==> src/rtl/led_panel_bcm_scanner.sv <==
// led_panel_bcm_scanner: HUB75 panel driver with FM6126 config, BCM row scanning and global dimming
module led_panel_bcm_scanner #(
  parameter int NUM_COLS   = 64,
  parameter int NUM_ROWS   = 32,
  parameter int BIT_DEPTH  = 4,
  parameter int BASE_TICKS = 12,
  parameter int CFG_EN     = 1,
  parameter int CFG_LE1    = 11,
  parameter int CFG_LE2    = 12,
  parameter int LATCH_LE   = 3
) (
  input  logic       clk,
  input  logic       rst_n,
  input  logic       clk_en,
  input  logic       enable,
  input  logic [7:0] brightness,
  output logic       LP_CLK,
  output logic       LATCH,
  output logic       NOE,
  output logic [4:0] ROW,
  output logic       mem_rd,
  output logic [4:0] mem_row,
  output logic [7:0] mem_col,
  output logic [2:0] mem_bit,
  output logic       frame_start,
  output logic       busy,
  output logic [3:0] state
);
  typedef enum logic [3:0] {INIT, CFG1, CFG2, IDLE, LOAD, SHIFT, LATCHD, DISPLAY, NEXT, STOP} state_t;
  state_t st, nxt;
  logic [4:0] row_c;
  logic [2:0] pl_c;
  logic [7:0] cnt, lim;
  logic [31:0] dcnt, on_t, period, on_calc;
  logic [39:0] prod;
  logic pulse_done;
  assign lim = st == CFG1 ? 8'(CFG_LE1) : st == CFG2 ? 8'(CFG_LE2) : 8'(LATCH_LE);
  assign pulse_done = LATCH && LP_CLK && cnt == lim - 8'd1;
  assign period = 32'(BASE_TICKS) << pl_c;
  // wide product so brightness scaling never overflows; +255 rounds up
  assign prod = 40'(period) * 40'(brightness) + 40'd255;
  assign on_calc = 32'(prod >> 8);
  assign mem_row = row_c;
  assign mem_bit = pl_c;
  assign state = st;
  always_comb begin
    nxt = st;
    case (st)
      INIT:    nxt = CFG_EN != 0 ? CFG1 : IDLE;
      CFG1:    nxt = pulse_done ? CFG2 : CFG1;
      CFG2:    nxt = pulse_done ? IDLE : CFG2;
      IDLE:    nxt = enable ? LOAD : STOP;
      LOAD:    nxt = SHIFT;
      SHIFT:   nxt = LP_CLK && mem_col == 8'(NUM_COLS - 1) ? LATCHD : SHIFT;
      LATCHD:  nxt = pulse_done ? DISPLAY : LATCHD;
      DISPLAY: nxt = dcnt == period - 32'd1 ? NEXT : DISPLAY;
      NEXT:    nxt = IDLE;
      STOP:    nxt = enable ? IDLE : STOP;
      default: nxt = INIT;
    endcase
  end
  always_ff @(posedge clk or negedge rst_n) begin
    if (!rst_n) begin
      st <= INIT;
      NOE <= 1'b1;
      LP_CLK <= 1'b0;
      LATCH <= 1'b0;
      mem_rd <= 1'b0;
      frame_start <= 1'b0;
      busy <= 1'b0;
      ROW <= '0;
      mem_col <= '0;
      row_c <= '0;
      pl_c <= '0;
      cnt <= '0;
      dcnt <= '0;
      on_t <= '0;
    end else begin
      frame_start <= 1'b0;
      if (clk_en) begin
        st <= nxt;
        busy <= nxt != IDLE && nxt != STOP;
        case (st)
          CFG1, CFG2, LATCHD: begin
            // one setup tick raises LATCH before the first shift-clock edge
            if (!LATCH) LATCH <= 1'b1;
            else if (!LP_CLK) LP_CLK <= 1'b1;
            else if (pulse_done) begin
              LATCH <= 1'b0;
              LP_CLK <= 1'b0;
              cnt <= '0;
              if (st == LATCHD) begin
                dcnt <= '0;
                on_t <= on_calc;
                NOE <= on_calc == 32'd0;
              end
            end else begin
              LP_CLK <= 1'b0;
              cnt <= cnt + 8'd1;
            end
          end
          IDLE: begin
            NOE <= 1'b1;
            if (enable && row_c == '0 && pl_c == '0) frame_start <= 1'b1;
          end
          LOAD: begin
            ROW <= row_c;
            mem_col <= '0;
            mem_rd <= 1'b1;
          end
          SHIFT: begin
            LP_CLK <= !LP_CLK;
            if (LP_CLK && mem_col == 8'(NUM_COLS - 1)) mem_rd <= 1'b0;
            else if (LP_CLK) mem_col <= mem_col + 8'd1;
          end
          DISPLAY: begin
            if (dcnt == period - 32'd1) NOE <= 1'b1;
            else begin
              dcnt <= dcnt + 32'd1;
              NOE <= !(dcnt + 32'd1 < on_t);
            end
          end
          NEXT: begin
            NOE <= 1'b1;
            if (pl_c == 3'(BIT_DEPTH - 1)) begin
              pl_c <= '0;
              row_c <= row_c == 5'(NUM_ROWS - 1) ? '0 : row_c + 5'd1;
            end else pl_c <= pl_c + 3'd1;
          end
          STOP: NOE <= 1'b1;
          default: ;
        endcase
      end
    end
  end
endmodule

==> config.mk <==
export PLATFORM = sky130hd
export DESIGN_NAME = led_panel_bcm_scanner
export DESIGN_NICKNAME = d
export VERILOG_FILES = /design/src/rtl/led_panel_bcm_scanner.sv
export SDC_FILE = /design/constraint.sdc
export NUM_CORES = 1
export LEC_CHECK = 0
export ABC_AREA = 1
export CORE_ASPECT_RATIO = 1.2
export CORE_MARGIN = 3
export CORE_UTILIZATION = 46
export CTS_BUF_LIST = sky130_fd_sc_hd__clkbuf_8 sky130_fd_sc_hd__clkbuf_16
export DETAILED_ROUTE_END_ITERATION = 7
export GPL_ROUTABILITY_DRIVEN = 1
export HOLD_SLACK_MARGIN = 0.02
export PLACE_DENSITY_LB_ADDON = 0.25
export SLEW_MARGIN = 10
export SYNTH_ARGS = -nofsm -noshare
export SYNTH_HDL_FRONTEND = slang
export SYNTH_SLANG_ARGS = --single-unit
==> constraint.sdc <==
create_clock -name clk -period 8.6 [get_ports clk]
set_input_delay 2.15 -clock clk [delete_from_list [all_inputs] [get_ports clk]]
set_output_delay 2.15 -clock clk [all_outputs]
set_load 0.1 [all_outputs]
==> Implementation_results.wiki, run 1 <==
{| class="wikitable"
! Metric !! Value
|-
| Result of the run || complete, no violations
|-
| Global-route wire length before repair || 34300 µm
|-
| Largest area contributor in the synthesized netlist || dfrtp_1
|-
| Mean instance size in the synthesized netlist || 7.26 µm²
|-
| Routability-driven placement congestion ratio || 0.934
|-
| CP Data Required Time || 8.88 ns
|-
| Post-synth top cells || 257 x nand2_1, 223 x inv_1, 147 x nor2_1, 83 x dfrtp_1, 62 x ha_1
|-
| Remaining Overflow, GRT || 0
|-
| Vias in the first global route || 7169
|-
| Floorplan core area || 0.0172 mm²
|-
| Count of filler cells inserted in the layout || 1720
|-
| Synthesized net count || 1250
|-
| Antenna violations before repair || 0
|-
| Synthesized instance count || 1130
|-
| Root buffer selected by CTS || clkbuf_16
|-
| Sequential cell area fraction in the yosys report || 0.256
|-
| Placed wire-length estimate || 16600 µm
|-
| Wire length reported by the detailed router || 20500 µm
|-
| Critical Path Fanout Max || 7
|-
| Setup TNS Final || 0 ns
|-
| Total count of hold-check failures in the final report || 0
|-
| Setup bufs post-CTS || 0
|-
| Hold crit path type || flop to flop
|-
| Worst Path Arrival || 6.92 ns
|-
| Maximum number of pins on one net before global-route repair || 56
|-
| Path type of the worst setup path || input pin to flop
|-
| Total of flip-flops plus latches after synthesis || 84
|-
| IO Count || 43
|-
| TritonCTS clock tree || done
|-
| Count of inserted antenna diode cells || 0
|-
| Clock skew || 0.00976 ns
|-
| Bufs on Longest Clock Path || 2
|-
| First-pass detailed-route iteration total || 5
|-
| Fraction of the cycle the final worst path needs || 0.772
|-
| Starting density of the core || 0.478
|-
| Number of nets in the finished design || 1293
|-
| Worst path most repeated cell || nor2_1
|-
| Overall via count from detail_route || 7159
|-
| Average wire per standard cell || 14.7 µm
|-
| Die area || 0.0195 mm²
|-
| Most frequently used flop master after synthesis || dfrtp_1
|-
| Remaining antenna violation count after routing || 0
|-
| End-of-flow core utilization || 0.529
|-
| Highest clock frequency the design can meet || 151 MHz
|-
| Area delta synth->final || 10.8%
|-
| Initial detailed-routing violation count || 462
|-
| DIE WIDTH || 128 µm
|-
| Max-slew violation count || 0
|-
| DIE HEIGHT || 152 µm
|-
| Final setup vio count || 0
|-
| Final critical delay including setup and external delays || 6.64 ns
|-
| Post-cts repair resize count || 0
|-
| Clock insertion delay at the later pin of the skew report || 0.35 ns
|-
| Cell count after placement || 1378
|-
| Worst Tran Pin Value || 1.02 ns
|-
| Synth unique cells || 38
|-
| Area contributors post-synth || dfrtp_1 25%, nand2_1 12%, fa_1 11%
|-
| Avg Vias per Cell || 5.14
|-
| Total GRT Usage || 0.215
|-
| Share of cells above drive strength 1 || 0.0688
|-
| Crit path largest cell delay || 0.54 ns
|-
| Num rows || 52
|-
| Share of synthesized registers carrying an async set or reset || 1.00
|-
| Hold_buf cts || 0
|-
| Clock sink total || 84
|-
| Capturing element type of the critical path || flop
|-
| Number of warning messages in the yosys log || 0
|-
| Max cap viols || 0
|-
| Quantity of I/O buffers inserted on ports || 42
|-
| Area share of the largest cell type after synthesis || 0.253
|-
| Remaining routing DRC violations || 0
|-
| Number of synthesized flops with an enable pin || 0
|-
| Type of origin of the critical path || input pin
|-
| TritonCTS Buffers || 9
|-
| Unrepaired setup endpoints after global routing || no
|-
| Crit-path slowest cell || clkdlybuf4s50_1
|-
| H-tree level count || 3
|-
| Post-synthesis cell area || 0.00821 mm²
|-
| Clock slew seen by the registers of the worst setup and hold paths || 0.06 ns
|-
| Number of non-filler instances in the completed layout || 1394
|-
| Library cell with the highest instance count after synthesis || nand2_1
|-
| Cells along the critical path || clkdlybuf4s50_1 > inv_1 > nor2_1 > fa_1 > fa_1 > fa_1 > inv_1 > fa_1 > inv_1 > ha_1 > a21oi_1 > inv_1 > nor2_1 > nor2_1 > nor2_1 > nand2_1 > nand2_1 > nand2_1 > nor2_1 > nand3_1 > o21bai_1 > nand2_1 > a21oi_1
|-
| Worst rel slew slack || 0.315
|}
-- per-stage QoR --
step                      setup WS, ns  hold slack [ns]  instance area [µm²]
after CTS                         1.96            0.490                 9090
after global routing              1.60            0.505                 9090
after floorplan                   2.57            0.453                 8210
final                             1.96            0.483                 9090
after global placement            1.71            0.468                 8820
after detailed placement          1.61            0.473                 8820
-- per-layer routing --
metal / vias to the layer above / wire length (µm) / track usage / part of all wire
met5: - / 0 / 0 / 0
met4: 0 / 718 / 0.0814 / 0.035
met3: 54 / 710 / 0.0323 / 0.035
met2: 141 / 10500 / 0.382 / 0.51
met1: 3362 / 8610 / 0.259 / 0.42
li1: 3602 / - / - / -
-- layout by cell type (no fill, tap or decap), drive strengths merged --
master / instances
a211oi: 2
a21oi: 36
buf: 2
clkbuf: 9
clkdlybuf4s50: 41
clkinv: 2
clkinvlp: 3
dfrtp: 83
dfstp: 1
fa: 46
ha: 62
inv: 239
mux2: 4
nand2: 263
nand3: 52
nand3b: 4
nand4: 19
nor2: 155
nor3: 24
nor3b: 3
nor4: 4
o211ai: 1
o21a: 1
o21ai: 54
o21bai: 2
o221ai: 1
o22ai: 24
or2: 1
xnor2: 5
xor2: 35
-- cell type report --
class                   instances  area (µm²)  share of cell area
clock buffers                   9         225              0.0248
multi-input cells             798        5130               0.564
flip-flops and latches         84        2100               0.231
well taps                     216         270              0.0297
inverters                     237         890              0.0978
clock inverters                 7        52.6             0.00578
repair buffers                 43         425              0.0468
-- logic make-up (layout without fill, tap and decap cells) --
kind of cell             count (synthesis)  after routing  share of synthesized area
AND/OR/NAND/NOR                        525            525                      0.269
buffers and inverters                  248            296                      0.119
AO/OA/AOI/OAI                          121            121                      0.101
adder cells (fa/ha/maj)                108            108                      0.207
flip-flops                              84             84                      0.256
XOR/XNOR                                40             40                     0.0427
multiplexers                             4              4                    0.00549
-- state kept, by name (all words and copies together) (netlist names), 3 cells and up --
name and cells:
mem_bit 3, mem_row 5, dcnt 32, state 4, ROW 5, cnt 8, mem_col 8, on_t 13
-- worst max-delay path, delay by kind of cell --
kind / cells / cell delay [ns]
buffers and inverters: 5 / 0.83
and+or+nand+nor: 10 / 1.07
AOI/OAI and AO/OA: 3 / 0.46
adders and majority gates: 5 / 2.39
-- path summary, 6_finish.rpt --
check / startpoint / to / slack [ns] / cells after the start
min in group asynchronous: rst_n / dcnt[25]$_DFFE_PN0P_ / 1.71 / 1
max in group asynchronous: rst_n / mem_bit[1]$_DFFE_PN0P_ / 5.84 / 2
min reg2reg: on_t[11]$_DFFE_PN0P_ / on_t[11]$_DFFE_PN0P_ / 0.48 / 2
max reg2reg: mem_bit[1]$_DFFE_PN0P_ / NOE$_DFFE_PN1P_ / 2.73 / 26
min: on_t[11]$_DFFE_PN0P_ / on_t[11]$_DFFE_PN0P_ / 0.48 / 2
max: brightness[3] / NOE$_DFFE_PN1P_ / 1.96 / 23
Power of run 1 is left out: the tool's default activity adds up to more than one toggle a clock period on the data nets, which glitch-free logic cannot reach.
==> run 2: changes to the inputs <==
==> constraint.sdc (replaced) <==
create_clock -name clk -period 5.5 [get_ports clk]
set_input_delay 1.375 -clock clk [delete_from_list [all_inputs] [get_ports clk]]
set_output_delay 1.375 -clock clk [all_outputs]
set_load 0.1 [all_outputs]
==> Implementation_results.wiki, run 2 (synthesis gave the netlist of run 1 again) <==
{| class="wikitable"
! Metric !! Value
|-
| Initial detailed-routing violation count || 404 (was 462)
|-
| Number of nets in the finished design || 1351 (was 1293)
|-
| Max cap viols || 0 (unchanged)
|-
| Count of filler cells inserted in the layout || 1592 (was 1720)
|-
| Highest clock frequency the design can meet || 188 MHz
|-
| Starting density of the core || 0.478 (unchanged)
|-
| Antenna violations before repair || 0 (unchanged)
|-
| Worst rel slew slack || 0.312 (was 0.315)
|-
| DIE WIDTH || 128 µm (unchanged)
|-
| Maximum number of pins on one net before global-route repair || 57 (was 56)
|-
| Most frequent cells in the layout || 240 x nand2_1, 212 x inv_1, 127 x nor2_1 (was 257 x nand2_1, 224 x inv_1, 147 x nor2_1)
|-
| Share of cells above drive strength 1 || 0.172 (was 0.0688)
|-
| Routability-driven placement congestion ratio || 0.944 (was 0.934)
|-
| TritonCTS Buffers || 9 (unchanged)
|-
| First-pass detailed-route iteration total || 6 (was 5)
|-
| Clock slew seen by the registers of the worst setup and hold paths || 0.06 ns (about the same)
|-
| Path type of the worst setup path || input pin to flop (unchanged)
|-
| Most common cell after layout, fill and taps aside || nand2_1 (unchanged)
|-
| Hold crit path type || flop to flop (unchanged)
|-
| Overall via count from detail_route || 7387 (was 7159)
|-
| Worst hold path startpoint || on_t[0]$_DFFE_PN0P_ (was on_t[11]$_DFFE_PN0P_)
|-
| Critical Path Fanout Max || 4 (was 7)
|-
| Cells on Worst Hold Path || 2 (unchanged)
|-
| DIE HEIGHT || 152 µm (unchanged)
|-
| Total count of hold-check failures in the final report || 0 (unchanged)
|-
| Clock skew || 0.00994 ns (was 0.00976 ns)
|-
| Avg Vias per Cell || 5.09 (was 5.14)
|-
| Clock insertion delay at the later pin of the skew report || 0.35 ns (about the same)
|-
| Final critical delay including setup and external delays || 5.31 ns
|-
| Die area || 0.0195 mm² (unchanged)
|-
| Max reg flops || 32 (unchanged)
|-
| Capturing element type of the critical path || flop (unchanged)
|-
| Floorplan core area || 0.0172 mm² (unchanged)
|-
| Biggest registers after layout || dcnt x32, on_t x13 (unchanged)
|-
| Worst Path Arrival || 5.58 ns (was 6.92 ns)
|-
| Count of inserted antenna diode cells || 0 (unchanged)
|-
| Placed wire-length estimate || 16700 µm (was 16600 µm)
|-
| Wire length reported by the detailed router || 21000 µm (was 20500 µm)
|-
| Global-route wire length before repair || 35900 µm (was 34300 µm)
|-
| Max-slew violation count || 0 (unchanged)
|-
| CP Data Required Time || 5.78 ns (was 8.88 ns)
|-
| Clock sink total || 84 (unchanged)
|-
| Fraction of the cycle the final worst path needs || 0.965
|-
| Worst Tran Pin Value || 1.03 ns (was 1.02 ns)
|-
| Quantity of I/O buffers inserted on ports || 42 (unchanged)
|-
| End-of-flow core utilization || 0.573 (was 0.529)
|-
| Final setup vio count || 0 (unchanged)
|-
| Root buffer selected by CTS || clkbuf_16 (unchanged)
|-
| Num rows || 52 (unchanged)
|-
| Largest reg by FF count || dcnt (unchanged)
|-
| Remaining antenna violation count after routing || 0 (unchanged)
|-
| Result of the run || complete, no violations (unchanged)
|-
| Average wire per standard cell || 14.5 µm (was 14.7 µm)
|-
| Type of origin of the critical path || input pin (unchanged)
|-
| Startpoint of the most critical setup path || brightness[2] (was brightness[3])
|-
| Remaining Overflow, GRT || 0 (unchanged)
|-
| Hold_buf cts || 0 (unchanged)
|-
| R2R Path Start || mem_bit[0]$_DFFE_PN0P_ (was mem_bit[1]$_DFFE_PN0P_)
|-
| Vias in the first global route || 7553 (was 7169)
|-
| TritonCTS clock tree || done (unchanged)
|-
| Total GRT Usage || 0.223 (was 0.215)
|-
| Remaining routing DRC violations || 0 (unchanged)
|-
| Bufs on Longest Clock Path || 2 (unchanged)
|-
| H-tree level count || 3 (unchanged)
|-
| IO Count || 43 (unchanged)
|-
| Area delta synth->final || 19.8% (was 10.8%)
|-
| Worst reg2reg path depth || 30 (was 26)
|}
[run 2: cell count changes in the layout (fill, tap and decap cells not counted), moves of 5 or more]
cell             change
a21oi_1              -8
a21oi_2              +7
buf_4               +57
clkdlybuf4s50_1      -8
ha_1                 -9
ha_4                 +9
inv_1               -12
inv_2               +12
nand2_1             -17
nand2_2             +14
nor2_1              -20
nor2_2              +15
nor2_4               +5
[run 2: area by class of cell]
cell class | count | area, µm² | share of cell area
multi-input cells | 798 | 5430 | 0.552
flip-flops and latches | 84 | 2110 | 0.214
inverters | 237 | 890 | 0.0904
repair buffers | 101 | 858 | 0.0872
well taps | 216 | 270 | 0.0275
clock buffers | 11 | 253 | 0.0257
clock inverters | 5 | 27.5 | 0.00280
[run 2: critical path, cell delays in order]
cell and delay, ns:
dlygate4sd2_1 0.26, inv_2 0.10, nor2_2 0.05, fa_1 0.49
fa_1 0.52, fa_1 0.54, inv_1 0.06, fa_1 0.53
inv_1 0.06, ha_4 0.31, nand2_4 0.07, nor2_4 0.13
inv_2 0.07, nor2_1 0.08, nand2_1 0.09, nand3_1 0.10
nand2_1 0.06, nand2_2 0.07, nand3_1 0.08, nor2_1 0.09
nand3_1 0.07, o21bai_1 0.15, nand2_1 0.08, a21oi_2 0.14
[run 2: routing by layer]
metal,track usage,up-vias,wire length [µm]
met5,0,-,0
met4,0.0900,0,736
met3,0.0245,54,573
met2,0.392,154,10600
met1,0.277,3446,9100
li1,-,3733,-
[run 2: worst paths after layout]
path / to / slack (ns)
max in group asynchronous: frame_start$_DFF_PN0_ / 3.52
hold reg to reg: on_t[0]$_DFFE_PN0P_ / 0.49
min in group asynchronous: dcnt[25]$_DFFE_PN0P_ / 1.08
setup / recovery: NOE$_DFFE_PN1P_ / 0.19
hold / removal: on_t[0]$_DFFE_PN0P_ / 0.49
setup reg to reg: NOE$_DFFE_PN1P_ / 0.33
[run 2: repair_timing]
item                                    in CTS  in global routing
cloned                                       0                  0
resized for setup                           49                 49
endpoints found under the setup margin       2                  1
buffers inserted                             4                  0
pin swaps                                   20                 17
[run 2: stage by stage]
| stage | setup TNS [ns] | cell area (µm²) | setup WS, ns | cells | hold WS (ns) |
|---|---|---|---|---|---|
| after floorplan | 0 | 8210 | 0.140 | 1130 | 0.453 |
| after global placement | -2.74 | 9220 | -0.470 | 1432 | 0.467 |
| after detailed placement | -3.42 | 9220 | -0.580 | 1432 | 0.476 |
| after CTS | 0 | 9690 | 0.0939 | 1452 | 0.491 |
| after global routing | -0.0308 | 9840 | -0.0308 | 1452 | 0.508 |
| final | 0 | 9840 | 0.191 | 1452 | 0.487 |
Power of run 2 is left out for the same reason.
==> run 3: changes to the inputs <==
--- a/config.mk
+++ b/config.mk
@@ -7,9 +7,8 @@
 export LEC_CHECK = 0
 export ABC_AREA = 1
 export CORE_ASPECT_RATIO = 1.2
-export CORE_MARGIN = 3
 export CORE_UTILIZATION = 46
-export CTS_BUF_LIST = sky130_fd_sc_hd__clkbuf_8 sky130_fd_sc_hd__clkbuf_16
+export CTS_BUF_LIST = sky130_fd_sc_hd__clkbuf_16
 export DETAILED_ROUTE_END_ITERATION = 7
 export GPL_ROUTABILITY_DRIVEN = 1
 export HOLD_SLACK_MARGIN = 0.02
==> Implementation_results.wiki, run 3 (synthesis gave the netlist of run 1 again) <==
{| class="wikitable"
! Metric !! Value
|-
| Worst hold path startpoint || on_t[6]$_DFFE_PN0P_ (was on_t[0]$_DFFE_PN0P_)
|-
| Clock slew seen by the registers of the worst setup and hold paths || 0.06 ns (about the same)
|-
| Largest reg by FF count || dcnt (unchanged)
|-
| Initial detailed-routing violation count || 356 (was 404)
|-
| Total number of cells along the worst setup path || 23 (was 24)
|-
| Area delta synth->final || 20.1% (was 19.8%)
|-
| Clock sink total || 84 (unchanged)
|-
| Total count of hold-check failures in the final report || 0 (unchanged)
|-
| Bufs on Longest Clock Path || 2 (unchanged)
|-
| Fraction of the cycle the final worst path needs || 0.970 (was 0.965)
|-
| Hold crit path type || flop to flop (unchanged)
|-
| Most common cell after layout, fill and taps aside || nand2_1 (unchanged)
|-
| TritonCTS Buffers || 9 (unchanged)
|-
| Worst reg2reg path depth || 29 (was 30)
|-
| Overall via count from detail_route || 7431 (was 7387)
|-
| Path type of the worst setup path || input pin to flop (unchanged)
|-
| Count of inserted antenna diode cells || 0 (unchanged)
|-
| Die area || 0.0184 mm² (was 0.0195 mm²)
|-
| Crit-path slowest cell || fa_1 (unchanged)
|-
| Antenna violations before repair || 0 (unchanged)
|-
| Critical Path Fanout Max || 4 (unchanged)
|-
| DIE WIDTH || 124 µm (was 128 µm)
|-
| Capturing element type of the critical path || flop (unchanged)
|-
| Most frequent cells in the layout || 240 x nand2_1, 214 x inv_1, 127 x nor2_1 (was 240 x nand2_1, 212 x inv_1, 127 x nor2_1)
|-
| Category of cells accounting for the largest share of critical-path delay || adder cells (unchanged)
|-
| Final critical delay including setup and external delays || 5.34 ns (was 5.31 ns)
|-
| Result of the run || complete, no violations (unchanged)
|-
| Clock skew || 0.0127 ns (was 0.00994 ns)
|-
| Total GRT Usage || 0.241 (was 0.223)
|-
| Startpoint of the most critical setup path || brightness[6] (was brightness[2])
|-
| Share of cells above drive strength 1 || 0.171 (was 0.172)
|-
| Highest clock frequency the design can meet || 187 MHz (was 188 MHz)
|-
| Crit path largest cell delay || 0.53 ns (was 0.54 ns)
|-
| Max reg flops || 32 (unchanged)
|-
| Worst path most repeated cell || buf_4 (was fa_1)
|-
| Global-route wire length before repair || 34600 µm (was 35900 µm)
|-
| H-tree level count || 3 (unchanged)
|-
| R2R Path Start || mem_bit[1]$_DFFE_PN0P_ (was mem_bit[0]$_DFFE_PN0P_)
|-
| Sequential standard cell area || 0.00211 mm² (unchanged)
|-
| Cells on Worst Hold Path || 2 (unchanged)
|-
| TritonCTS clock tree || done (unchanged)
|-
| Routability-driven placement congestion ratio || 0.929 (was 0.944)
|-
| CP Data Required Time || 5.74 ns (was 5.78 ns)
|-
| Root buffer selected by CTS || clkbuf_16 (unchanged)
|-
| Cells along the critical path || dlygate4sd2_1 > buf_4 > nand2_1 > fa_1 > fa_1 > inv_1 > fa_1 > inv_1 > fa_1 > inv_1 > ha_4 > nand2_2 > nor2_4 > inv_2 > nor2_4 > nand2_2 > buf_4 > nand4_1 > nand2_2 > buf_4 > buf_4 > buf_4 > o21ai_0 (was dlygate4sd2_1 > inv_2 > nor2_2 > fa_1 > fa_1 > fa_1 > inv_1 > fa_1 > inv_1 > ha_4 > nand2_4 > nor2_4 > inv_2 > nor2_1 > nand2_1 > nand3_1 > nand2_1 > nand2_2 > nand3_1 > nor2_1 > nand3_1 > o21bai_1 > nand2_1 > a21oi_2)
|-
| Clock insertion delay at the later pin of the skew report || 0.35 ns (about the same)
|-
| Wire length reported by the detailed router || 21100 µm (was 21000 µm)
|-
| Count of filler cells inserted in the layout || 1665 (was 1592)
|-
| Max-slew violation count || 0 (unchanged)
|-
| Starting density of the core || 0.469 (was 0.478)
|-
| Type of origin of the critical path || input pin (unchanged)
|-
| DIE HEIGHT || 148 µm (was 152 µm)
|-
| Max cap viols || 0 (unchanged)
|-
| Floorplan core area || 0.0175 mm² (was 0.0172 mm²)
|-
| Worst Tran Pin Value || 1.09 ns (was 1.03 ns)
|-
| Maximum number of pins on one net before global-route repair || 85 (was 57)
|-
| Multi-input gate area || 0.00541 mm² (was 0.00543 mm²)
|-
| Num rows || 53 (was 52)
|-
| Quantity of I/O buffers inserted on ports || 42 (unchanged)
|-
| Remaining antenna violation count after routing || 0 (unchanged)
|-
| Number of nets in the finished design || 1356 (was 1351)
|-
| Remaining routing DRC violations || 0 (unchanged)
|-
| Worst path bufs/invs || 10 (was 5)
|-
| Avg Vias per Cell || 5.09 (about the same)
|-
| First-pass detailed-route iteration total || 5 (was 6)
|-
| Average wire per standard cell || 14.4 µm (was 14.5 µm)
|-
| Worst rel slew slack || 0.275 (was 0.312)
|-
| Placed wire-length estimate || 16900 µm (was 16700 µm)
|-
| Biggest registers after layout || dcnt x32, on_t x13 (unchanged)
|-
| Area post-placement || 0.00922 mm² (about the same)
|-
| Cell area after layout || 0.00986 mm² (was 0.00984 mm²)
|-
| Vias in the first global route || 7290 (was 7553)
|-
| Final setup vio count || 0 (unchanged)
|-
| Worst Path Arrival || 5.58 ns (about the same)
|-
| Remaining Overflow, GRT || 0 (unchanged)
|-
| Hold_buf cts || 0 (unchanged)
|-
| IO Count || 43 (unchanged)
|}
[run 3: changes by cell type in the layout (fill, tap and decap cells not counted), sizes merged]
cell	before	now
dlygate4sd2	1	3
clkbuf	13	10
clkdlybuf4s15	3	2
clkinvlp	0	2
buf	60	65
[run 3: timing repair]
item                       in CTS  in global routing
gates resized for setup        41                 47
setup endpoints to repair       4                  6
pin swaps                      22                 20
buffers inserted                5                  5
hold endpoints to repair        0                  0
[run 3: area by class of cell]
class	instances	area share
clock inverters	7	0.00508
repair buffers	106	0.0915
inverters	237	0.0902
clock buffers	9	0.0228
multi-input cells	798	0.549
well taps	220	0.0279
flip-flops and latches	84	0.214
[run 3: final timing paths]
kind | endpoint | slack (ns)
max | on_t[5]$_DFFE_PN0P_ | 0.16
min | on_t[6]$_DFFE_PN0P_ | 0.48
max reg2reg | on_t[5]$_DFFE_PN0P_ | 0.25
min reg2reg | on_t[6]$_DFFE_PN0P_ | 0.48
max in group asynchronous | mem_bit[1]$_DFFE_PN0P_ | 3.50
min in group asynchronous | dcnt[27]$_DFFE_PN0P_ | 1.18
[run 3: per-layer routing]
layer	global-route usage	part of all wire	up-vias	routed length (µm)
met2	0.443	0.52	139	11000
met1	0.288	0.42	3500	8930
met5	0	0	-	0
met4	0.0798	0.031	0	650
li1	-	-	3745	-
met3	0.0245	0.025	47	526
[run 3: metrics by stage]
step	utilization	instances	worst slack (ns)	TNS (ns)	hold slack, ns
after detailed placement	0.527	1435	-0.566	-3.70	0.473
after floorplan	-	1130	0.140	0	0.453
final	0.563	1461	0.164	0	0.483
after global placement	0.527	1435	-0.514	-2.86	0.466
after global routing	0.563	1461	-0.0782	-0.145	0.515
after CTS	0.552	1456	0.0184	0	0.488
[run 3: tightest hold or removal path, stage by stage (launching register included)]
cell and delay, ns:
dfrtp_1 0.34, nand2_1 0.05, o21ai_0 0.06
Power of run 3 is left out for the same reason.
